$ cat src/rtl/atm_transaction_if.sv
// rtl/atm_transaction_if.sv - Card-handling / front-panel bus for the ATM transaction engine
interface atm_transaction_if #(
    parameter int balance_width = 20
);
    logic                     auth_ok;
    logic [balance_width-1:0] balance;
    logic                     card_out;
    logic                     op_start;
    logic [1:0]               op_sel;
    logic [balance_width-1:0] amount;
    logic                     op_done;
    logic [balance_width-1:0] updated_balance;
    logic                     insufficient;
    logic                     limit_err;
    logic                     op_err;
    logic                     busy;
    logic                     session_active;
    logic                     timeout;

    modport master (
        output auth_ok, balance, card_out, op_start, op_sel, amount,
        input  op_done, updated_balance, insufficient, limit_err, op_err,
               busy, session_active, timeout
    );

    modport slave (
        input  auth_ok, balance, card_out, op_start, op_sel, amount,
        output op_done, updated_balance, insufficient, limit_err, op_err,
               busy, session_active, timeout
    );
endinterface

$ cat src/rtl/atm_transaction.sv
// rtl/atm_transaction.sv - Session transaction engine: inquiry/withdraw/deposit with limit and idle timeout
module atm_transaction #(
    parameter int balance_width  = 20,
    parameter int max_withdraw   = 5000,
    parameter int timeout_cycles = 1000
) (
    input  logic              clk,
    input  logic              rst,
    atm_transaction_if.slave  bus
);
    localparam int W  = balance_width;
    localparam int CW = $clog2(timeout_cycles);
    localparam logic [CW-1:0] IDLE_LAST = CW'(timeout_cycles - 1);
    localparam logic [W:0]    MAXW      = (W + 1)'(max_withdraw);

    typedef enum logic [1:0] {S_IDLE, S_READY, S_EXEC} state_t;

    state_t         r_state;
    logic [W-1:0]   r_bal;
    logic [W-1:0]   r_sess_total;
    logic [CW-1:0]  r_idle_cnt;
    logic [1:0]     r_op_sel;
    logic [W-1:0]   r_amount;
    logic           r_op_done;
    logic [W-1:0]   r_updated_balance;
    logic           r_insufficient;
    logic           r_limit_err;
    logic           r_op_err;
    logic           r_timeout;

    // Sums are one bit wider so the limit and overflow checks see the carry
    logic [W:0]     w_wd_sum;
    logic [W:0]     w_dep_sum;
    logic [W-1:0]   w_new_bal;
    logic           w_insufficient;
    logic           w_limit_err;
    logic           w_op_err;
    logic           w_wd_commit;

    assign w_wd_sum  = {1'b0, r_sess_total} + {1'b0, r_amount};
    assign w_dep_sum = {1'b0, r_bal} + {1'b0, r_amount};

    always_comb begin
        w_new_bal      = r_bal;
        w_insufficient = 1'b0;
        w_limit_err    = 1'b0;
        w_op_err       = 1'b0;
        w_wd_commit    = 1'b0;
        case (r_op_sel)
            2'b00: ;
            2'b01: begin
                if (r_amount > r_bal) begin
                    w_insufficient = 1'b1;
                end else if (w_wd_sum > MAXW) begin
                    w_limit_err = 1'b1;
                end else begin
                    w_new_bal   = r_bal - r_amount;
                    w_wd_commit = 1'b1;
                end
            end
            2'b10: begin
                if (w_dep_sum[W]) begin
                    w_limit_err = 1'b1;
                end else begin
                    w_new_bal = w_dep_sum[W-1:0];
                end
            end
            default: w_op_err = 1'b1;
        endcase
    end

    always_ff @(posedge clk or negedge rst) begin
        if (!rst) begin
            r_state           <= S_IDLE;
            r_bal             <= '0;
            r_sess_total      <= '0;
            r_idle_cnt        <= '0;
            r_op_sel          <= 2'b00;
            r_amount          <= '0;
            r_op_done         <= 1'b0;
            r_updated_balance <= '0;
            r_insufficient    <= 1'b0;
            r_limit_err       <= 1'b0;
            r_op_err          <= 1'b0;
            r_timeout         <= 1'b0;
        end else begin
            r_op_done      <= 1'b0;
            r_insufficient <= 1'b0;
            r_limit_err    <= 1'b0;
            r_op_err       <= 1'b0;
            r_timeout      <= 1'b0;
            case (r_state)
                S_IDLE: begin
                    if (bus.auth_ok && !bus.card_out) begin
                        r_bal        <= bus.balance;
                        r_sess_total <= '0;
                        r_idle_cnt   <= '0;
                        r_state      <= S_READY;
                    end
                end
                S_READY: begin
                    if (bus.card_out) begin
                        r_state <= S_IDLE;
                    end else if (bus.op_start) begin
                        r_op_sel   <= bus.op_sel;
                        r_amount   <= bus.amount;
                        r_idle_cnt <= '0;
                        r_state    <= S_EXEC;
                    end else if (r_idle_cnt == IDLE_LAST) begin
                        r_timeout <= 1'b1;
                        r_state   <= S_IDLE;
                    end else begin
                        r_idle_cnt <= r_idle_cnt + 1'b1;
                    end
                end
                S_EXEC: begin
                    if (bus.card_out) begin
                        r_state <= S_IDLE;
                    end else begin
                        r_op_done         <= 1'b1;
                        r_updated_balance <= w_new_bal;
                        r_bal             <= w_new_bal;
                        r_insufficient    <= w_insufficient;
                        r_limit_err       <= w_limit_err;
                        r_op_err          <= w_op_err;
                        if (w_wd_commit) begin
                            r_sess_total <= w_wd_sum[W-1:0];
                        end
                        r_state <= S_READY;
                    end
                end
                default: r_state <= S_IDLE;
            endcase
        end
    end

    assign bus.op_done         = r_op_done;
    assign bus.updated_balance = r_updated_balance;
    assign bus.insufficient    = r_insufficient;
    assign bus.limit_err       = r_limit_err;
    assign bus.op_err          = r_op_err;
    assign bus.timeout         = r_timeout;
    assign bus.busy            = (r_state == S_EXEC);
    assign bus.session_active  = (r_state != S_IDLE);
endmodule

$ cat src/flat_wrapper.sv
// flat-port wrapper written by rule: the top's interface ports become plain ports
module atm_transaction_flat 
#(
    parameter int balance_width  = 20,
    parameter int max_withdraw   = 5000,
    parameter int timeout_cycles = 1000
)
  (clk, rst, bus_auth_ok, bus_balance, bus_card_out, bus_op_start, bus_op_sel, bus_amount, bus_op_done, bus_updated_balance, bus_insufficient, bus_limit_err, bus_op_err, bus_busy, bus_session_active, bus_timeout);
  atm_transaction_if #(.balance_width(balance_width)) bus_i ();
  input  logic clk;
  input  logic rst;
  input wire logic [$bits(bus_i.auth_ok)-1:0] bus_auth_ok;
  input wire logic [$bits(bus_i.balance)-1:0] bus_balance;
  input wire logic [$bits(bus_i.card_out)-1:0] bus_card_out;
  input wire logic [$bits(bus_i.op_start)-1:0] bus_op_start;
  input wire logic [$bits(bus_i.op_sel)-1:0] bus_op_sel;
  input wire logic [$bits(bus_i.amount)-1:0] bus_amount;
  output wire logic [$bits(bus_i.op_done)-1:0] bus_op_done;
  output wire logic [$bits(bus_i.updated_balance)-1:0] bus_updated_balance;
  output wire logic [$bits(bus_i.insufficient)-1:0] bus_insufficient;
  output wire logic [$bits(bus_i.limit_err)-1:0] bus_limit_err;
  output wire logic [$bits(bus_i.op_err)-1:0] bus_op_err;
  output wire logic [$bits(bus_i.busy)-1:0] bus_busy;
  output wire logic [$bits(bus_i.session_active)-1:0] bus_session_active;
  output wire logic [$bits(bus_i.timeout)-1:0] bus_timeout;
  assign bus_i.auth_ok = bus_auth_ok;
  assign bus_i.balance = bus_balance;
  assign bus_i.card_out = bus_card_out;
  assign bus_i.op_start = bus_op_start;
  assign bus_i.op_sel = bus_op_sel;
  assign bus_i.amount = bus_amount;
  assign bus_op_done = bus_i.op_done;
  assign bus_updated_balance = bus_i.updated_balance;
  assign bus_insufficient = bus_i.insufficient;
  assign bus_limit_err = bus_i.limit_err;
  assign bus_op_err = bus_i.op_err;
  assign bus_busy = bus_i.busy;
  assign bus_session_active = bus_i.session_active;
  assign bus_timeout = bus_i.timeout;
  atm_transaction #(.balance_width(balance_width), .max_withdraw(max_withdraw), .timeout_cycles(timeout_cycles)) u_core (.clk(clk), .rst(rst), .bus(bus_i));
endmodule
$ cat config.mk
export PLATFORM = sky130hd
export DESIGN_NAME = atm_transaction_flat
export DESIGN_NICKNAME = d
export VERILOG_FILES = /design/src/rtl/atm_transaction_if.sv /design/src/rtl/atm_transaction.sv /design/src/flat_wrapper.sv
export SDC_FILE = /design/constraint.sdc
export NUM_CORES = 1
export LEC_CHECK = 0
export ABC_CLOCK_PERIOD_IN_PS = 9000
export CAP_MARGIN = 40
export CORE_AREA = 2 2 169 171
export DETAILED_ROUTE_END_ITERATION = 6
export DIE_AREA = 0 0 171 173
export HOLD_SLACK_MARGIN = 0.08
export PLACE_DENSITY = 0.55
export SYNTH_ARGS = -nofsm -noshare
export SYNTH_HDL_FRONTEND = slang
export SYNTH_SLANG_ARGS = --single-unit
$ cat constraint.sdc
create_clock -name clk -period 9 [get_ports clk]
set_input_delay 1.8 -clock clk [delete_from_list [all_inputs] [get_ports clk]]
set_output_delay 1.8 -clock clk [all_outputs]
set_load 0.01 [all_outputs]
==> results of run 1 <==
==> worst max-delay path: cells and delay by family, from the launching register on <==
family	cells	cell delay, ns
compound gates	5	1.76
fa+ha+maj	2	0.45
buf+inv	2	0.15
flops	1	0.47
mux	1	0.41
simple gates	4	1.26
==> worst paths after layout <==
kind | startpoint | endpoint | slack, ns | depth (start not counted)
worst max-delay path | u_core.r_bal[0] | u_core.r_sess_total[12] | 4.39 | 14
worst min register to register | u_core.bus.updated_balance[7] | u_core.bus.updated_balance[7] | 0.48 | 1
worst min-delay path | u_core.bus.updated_balance[7] | u_core.bus.updated_balance[7] | 0.48 | 1
worst max register to register | u_core.r_bal[0] | u_core.r_sess_total[12] | 4.39 | 14
min in group asynchronous | rst | u_core.bus.updated_balance[2] | 1.45 | 1
max in group asynchronous | rst | u_core.r_amount[14] | 6.37 | 2
==> state kept, by name (all words and copies together) (netlist names) <==
name and count:
u_core.bus.op_err 1, u_core.r_sess_total 20, u_core.r_op_sel 2, u_core.bus.limit_err 1, u_core.r_idle_cnt 10, u_core.bus.insufficient 1
u_core.bus.op_done 1, u_core.r_state 2, u_core.bus.updated_balance 20, u_core.bus.timeout 1, u_core.r_bal 20, u_core.r_amount 20
==> cell usage in the layout (no fill, tap or decap), types with 5 or more instances in the layout <==
cell type                         instances
sky130_fd_sc_hd__nor4_1                   6
sky130_fd_sc_hd__a311oi_1                 6
sky130_fd_sc_hd__o21a_1                   7
sky130_fd_sc_hd__o21ai_0                 78
sky130_fd_sc_hd__nand2b_1                11
sky130_fd_sc_hd__and3_1                  23
sky130_fd_sc_hd__o22ai_1                  7
sky130_fd_sc_hd__o31ai_1                  7
sky130_fd_sc_hd__dfrtp_1                 99
sky130_fd_sc_hd__a22oi_1                  6
sky130_fd_sc_hd__o21bai_1                 9
sky130_fd_sc_hd__mux2_2                  11
sky130_fd_sc_hd__clkbuf_16                9
sky130_fd_sc_hd__xor2_1                  13
sky130_fd_sc_hd__clkdlybuf4s50_1         72
sky130_fd_sc_hd__a21o_1                  16
sky130_fd_sc_hd__nand4_1                 11
sky130_fd_sc_hd__and2_1                   6
sky130_fd_sc_hd__nand2_1                 93
sky130_fd_sc_hd__nor2_1                  81
sky130_fd_sc_hd__mux2i_1                  5
sky130_fd_sc_hd__a221oi_1                10
sky130_fd_sc_hd__a21oi_1                 76
sky130_fd_sc_hd__or3_1                   11
sky130_fd_sc_hd__o211ai_1                11
sky130_fd_sc_hd__buf_4                    7
sky130_fd_sc_hd__nor3_1                  21
sky130_fd_sc_hd__inv_1                   59
sky130_fd_sc_hd__nand3_1                 11
sky130_fd_sc_hd__nor2b_1                 15
sky130_fd_sc_hd__a211oi_1                11
sky130_fd_sc_hd__xnor2_1                 31
sky130_fd_sc_hd__ha_1                    64
==> where the power goes <==
group | total (uW) | switching [uW] | internal (uW)
Sequential | 613 | 89.1 | 524
Clock | 374 | 183 | 191
Combinational | 1360 | 823 | 535
Total | 2340 | 1090 | 1250
==> routing by layer <==
layer	global-route usage	up-vias	routed length [um]
met5	0	-	0
met4	0.0438	0	414
met3	0.0295	27	1120
met2	0.277	211	11800
met1	0.238	3481	11500
li1	-	3524	-
==> through the flow <==
step                power [uW]  hold slack [ns]  cells  utilization  area, um^2
global placement          1960            0.465   1364        0.325        8980
global route              2520            0.502   1380        0.335        9250
CTS                       2340            0.485   1380        0.335        9250
floorplan                 1560            0.461    951            -        7950
detailed placement        1960            0.469   1364        0.325        8980
finish                    2340            0.484   1380        0.335        9250
==> kinds of logic (layout without fill, tap and decap cells) <==
group | Yosys count | count (layout) | synth area share
and+or+nand+nor | 316 | 316 | 0.198
AOI/OAI and AO/OA | 306 | 306 | 0.256
xor gates and xnor gates | 44 | 44 | 0.0485
adders and majority gates | 67 | 67 | 0.108
DFF | 99 | 99 | 0.312
muxes | 16 | 16 | 0.0219
buffers and inverters | 103 | 154 | 0.0565
==> final cells by class <==
cell class	count	area, um^2	area share
Clock inverter	6	48.8	0.00527
Multi-Input combinational cell	749	5030	0.544
Timing Repair Buffer	79	773	0.0836
Clock buffer	10	229	0.0247
Inverter	59	221	0.0239
Tap cell	378	473	0.0511
Sequential cell	99	2480	0.268
==> impl_summary.txt, run 1 <==
----------------------------------------------------
[Power]
  Total power density per cell area ... about 250 nW/um^2
  Max rail drop VDD ... ~0.1 mV
  Standby leakage power ... roughly 0.004 uW

[Logic synthesis]
  Number of instances in the synthesized netlist ... about 950
  YS warnings ... 0
  Synth async-reset ratio ... 1.00
  Number of synthesized register bits ... just under 100
  Commonest cells in the synthesized netlist ... sky130_fd_sc_hd__dfrtp_1 (99), sky130_fd_sc_hd__nand2_1 (93), sky130_fd_sc_hd__nor2_1 (81)
  Netlist cell types ... 89
  Library cell occupying the most area in the post-synthesis netlist ... sky130_fd_sc_hd__dfrtp_1
  Biggest area contributors in the synthesized netlist ... sky130_fd_sc_hd__dfrtp_1 (31%), sky130_fd_sc_hd__ha_1 (10%), sky130_fd_sc_hd__o21ai_0 (5.0%)
  Most instantiated library cell after synthesis ... sky130_fd_sc_hd__dfrtp_1
  Area of the mapped netlist ... between 7000 and 8000 um^2
  Sequential element share of the synthesized area ... 0.312
  Synth Net Count ... ~1.1k
  Area share of the largest cell type after synthesis ... 0.312
  Syn avg cell area ... between 8 and 9 um^2
  Prevailing post-synth register cell ... sky130_fd_sc_hd__dfrtp_1
  Count of flip-flops with a built-in enable after synthesis ... 0

[Timing]
  Total count of max-transition violations in the final report ... 0
  # setup viols final ... 0
  Post-route clock period utilization ... 0.513
  Unrepaired setup endpoints after global routing ... false
  Max-Slew Margin vs Limit ... 0.362
  Accumulated negative setup slack ... 0 ns
  F_max ... between 200 and 250 MHz
  Clock tree skew after final layout ... around 0.014 ns
  Min cycle time layout ... ~4.6 ns
  Transition time at the pin with the least slew margin ... between 0.9 and 1 ns
  Number of hold-slack violations in the final timing report ... 0
  Min setup slack post-route ... about 4.4 ns

[Global routing]
  First-pass GRT wire length ... 40100 um
  Initial antenna violation count ... 0
  Gr usage total ... 0.172
  Pin count of the biggest net entering global routing ... 59
  Via count of the first global-routing pass ... 7126
  Total grt overflow ... 0

[Final layout]
  Area growth from synthesis to layout ... 16.4%
  Number of nets at the end of the flow ... about 1.1k
  Number of filler cells placed in the layout ... 2911
  Fraction of layout cells with a size suffix above 1 ... 0.0689
  Antenna Cells ... 0

[Floorplan]
  Core outline area ... approximately 28000 um^2
  Initial Utilization ... 0.288
  Chip height ... 173 um
  Die Outline Area ... 29600 um^2
  Die Width ... roughly 170 um
  Num ports ... between 70 and 80
  Number of rows created at floorplan ... just over 60

[Setup path]
  Worst Path Arrival ... about 4.9 ns
  Critical path startpoint category ... register
  Worst setup path category ... register to register
  Highest cell delay on the worst timing path ... slightly above 0.7 ns
  Critical Path End Type ... register
  Required time of the critical path ... around 9.2 ns
  Cell with the biggest individual delay on the critical path ... sky130_fd_sc_hd__o21a_1
  CP Max Fanout ... 20
  Most numerous cell on the critical path ... sky130_fd_sc_hd__inv_1
  Critical Path, Cell by Cell ... inv_1 -> ha_1 -> inv_1 -> fa_1 -> a21oi_1 -> nand4b_1 -> a311oi_1 -> o31a_1 -> a41oi_1 -> nor3_2 -> nand3_4 -> nor2_1 -> o21a_1 -> mux2_2

[Clocking]
  Max Buffers Root-to-Sink ... 2
  Max H-tree Level ... 3
  Total clock buffers created by CTS ... 9
  Clk Tree Root Cell ... sky130_fd_sc_hd__clkbuf_16
  Clock transition time at the flip-flop clock pins of the worst setup and hold paths ... ~0.07 ns
  Post-cts sizing count ... 0
  Number of buffers added for setup after CTS ... 0
  Count of clock tree sinks ... 99
  CTS tree ... done
  CTS Hold Buffers Added ... 0
  Clock latency at the later pin of the worst-skew pair ... approximately 0.36 ns

[Detailed routing]
  DR DRC count ... 0
  Iter 0 DRT Violations ... between 600 and 700
  Drt pass-1 iters ... 6
  Wire per inst ... approximately 18 um
  Wire length after detailed routing ... around 25000 um
  Detailed-route vias per instance ... 5.25
  Final ANT Viol Nets ... 0
  Total via count in the routed design ... around 7.2k

[Placement]
  Placer Congestion ... around 0.89
  Pre-CTS setup slack ... 4.46 ns
  Post-detail-place hpwl ... ~19000 um
  Port buffer count ... 73

[Flow run]
  Count of maximum capacitance violations ... 0

[Outcome]
  Status ... complete, no violations

[Worst hold path]
  Classification of the worst-slack hold path ... register to register

----------------------------------------------------
Power figures use the tool's default switching activity.
==> inputs of run 2 (changes only) <==
ABC_CLOCK_PERIOD_IN_PS = 4800   (was 9000)
clock period = 4.8 ns   (was 9 ns; I/O delays follow)
==> run 2 against run 1 <==
Effect of this change:
- non-clock buffer count grew 11
- register-to-register slack lost 3.8 ns
- utilization grew 0.39 points
- critical path depth is the same
- critical endpoint is now u_core.r_sess_total[10]
==> impl_summary.txt, run 2 (same netlist as run 1, synthesis figures left out) <==
----------------------------------------------------
[Power]
  Total power density per cell area ... slightly below 500 nW/um^2
  Max rail drop VDD ... about 0.21 mV
  Total power ... about 4500 uW
  Standby leakage power ... around 0.004 uW

[Clocking]
  Number of buffers added for setup after CTS ... 0
  Max H-tree Level ... 3
  CTS Hold Buffers Added ... 0
  Count of clock tree sinks ... ~100
  Total clock buffers created by CTS ... 9
  Clock latency at the later pin of the worst-skew pair ... between 0.3 and 0.4 ns
  Clock transition time at the flip-flop clock pins of the worst setup and hold paths ... approximately 0.080 ns
  Clk Tree Root Cell ... sky130_fd_sc_hd__clkbuf_16
  Max Buffers Root-to-Sink ... 2
  CTS tree ... done
  Post-cts sizing count ... 0

[Placement]
  Placer Congestion ... between 0.9 and 1
  Post-detail-place hpwl ... between 20000 and 25000 um
  Area post-placement ... a little over 9000 um^2
  Port buffer count ... 73

[Setup path]
  CP Max Fanout ... 20
  Cell with the biggest individual delay on the critical path ... sky130_fd_sc_hd__a211oi_1
  Highest cell delay on the worst timing path ... 0.50 ns
  Critical Path End Type ... register
  Critical path startpoint category ... register
  Worst Path Arrival ... around 4.5 ns
  Worst setup path category ... register to register
  Stages on the worst setup path ... 14
  Cell depth of the worst flop-to-flop path ... 14
  Required time of the critical path ... 5.04 ns
  Number of buffer and inverter stages on the critical path ... 2
  Critical Path, Cell by Cell ... ha_1 -> inv_1 -> fa_1 -> nor2b_1 -> o31ai_1 -> a211oi_1 -> a211o_2 -> a21oi_1 -> nor4_4 -> nand3_4 -> nor2_1 -> o21a_1 -> buf_4 -> mux2_2
  Cell type group with the largest total delay on the critical path ... simple AND/OR/NAND/NOR gates

[Timing]
  Clock tree skew after final layout ... about 0.012 ns
  Total count of max-transition violations in the final report ... 0
  Number of hold-slack violations in the final timing report ... 0
  F_max ... between 200 and 250 MHz
  Unrepaired setup endpoints after global routing ... false
  Hold slack final ... between 0.4 and 0.5 ns
  # setup viols final ... 0
  Min cycle time layout ... between 4 and 5 ns
  Accumulated negative setup slack ... 0 ns
  Post-route clock period utilization ... 0.882
  Transition time at the pin with the least slew margin ... approximately 0.77 ns
  Max-Slew Margin vs Limit ... 0.488

[Final layout]
  Fraction of layout cells with a size suffix above 1 ... 0.0800
  Commonest non-fill, non-tap cell in the layout ... sky130_fd_sc_hd__dfrtp_1
  Commonest non-fill, non-tap cells in the layout ... sky130_fd_sc_hd__dfrtp_1 (99), sky130_fd_sc_hd__nand2_1 (93), sky130_fd_sc_hd__nor2_1 (81)
  Antenna Cells ... 0
  Number of nets at the end of the flow ... roughly 1.1k
  Post-Layout Inst Area ... around 9400 um^2
  Area growth from synthesis to layout ... 17.7%
  Core utilization of the finished layout ... 0.339

[Floorplan]
  Number of rows created at floorplan ... 61
  Core outline area ... ~28000 um^2
  Chip height ... ~170 um
  Num ports ... 74
  Die Width ... approximately 170 um
  Initial Utilization ... 0.288
  Die Outline Area ... 29600 um^2

[Global routing]
  Via count of the first global-routing pass ... ~7.4k
  Total grt overflow ... 0
  Gr usage total ... 0.180
  Pin count of the biggest net entering global routing ... just under 50
  First-pass GRT wire length ... 41600 um
  Initial antenna violation count ... 0

[Detailed routing]
  Final ANT Viol Nets ... 0
  Wire per inst ... approximately 19 um
  Detailed-route vias per instance ... between 5 and 6
  Drt pass-1 iters ... 5
  Iter 0 DRT Violations ... between 400 and 500
  DR DRC count ... 0
  Wire length after detailed routing ... ~26000 um
  Total via count in the routed design ... 7345

[Worst hold path]
  Number of stages on the worst hold path ... 2
  Classification of the worst-slack hold path ... register to register

[Outcome]
  Status ... complete, no violations

[Flow run]
  Count of maximum capacitance violations ... 0

----------------------------------------------------
## run 2: worst paths after layout
| check | startpoint | endpoint | slack [ns] |
|---|---|---|---|
| max in group asynchronous | rst | u_core.r_sess_total[15] | 3.46 |
| setup / recovery | u_core.r_amount[0] | u_core.r_sess_total[10] | 0.56 |
| setup reg to reg | u_core.r_amount[0] | u_core.r_sess_total[10] | 0.56 |
| min in group asynchronous | rst | u_core.bus.updated_balance[4] | 0.51 |
| hold / removal | u_core.bus.updated_balance[4] | u_core.bus.updated_balance[4] | 0.49 |
| hold reg to reg | u_core.bus.updated_balance[4] | u_core.bus.updated_balance[4] | 0.49 |
## run 2: worst min-delay path, delay by kind of cell (launching register included)
family	cells	cell delay (ns)
flops	1	0.36
compound gates	1	0.06
simple gates	1	0.05
## run 2: per-stage QoR
| step | cells | worst slack (ns) |
|---|---|---|
| 4_1_cts | 1391 | 0.595 |
| 6_report | 1391 | 0.564 |
| 3_5_place_dp | 1375 | 0.631 |
| 3_3_place_gp | 1374 | 0.736 |
| 2_1_floorplan | 951 | 1.44 |
| 5_1_grt | 1391 | 0.246 |
## run 2: metal layers
layer,part of all wire,vias to the layer above,routed length (um),GRT usage
met5,0,-,0,0
met4,0.021,0,549,0.0519
met3,0.040,41,1050,0.0254
met2,0.48,172,12600,0.298
met1,0.46,3600,11900,0.242
li1,-,3532,-,-
## run 2: layout make-up
cell class	instances	area, um^2
clock buffer	9	225
timing repair buffer	90	853
sequential	99	2480
tap	378	473
clock inverter	7	81.3
fill	2988	18300
inverter	59	221
multi-input combinational	749	5030
## run 2: where the power goes
group	total (uW)	switching, uW	leakage (uW)	internal (uW)
sequential	1150	165	0.00129	983
clock	762	389	0.000150	374
combinational	2630	1590	0.00267	1040
total	4540	2140	0.00411	2400
==> inputs of run 3 (changes only) <==
GPL_ROUTABILITY_DRIVEN = 1   (was default)
==> results of run 3 <==
Final layout, timing and power as in run 2 (identical DEF).
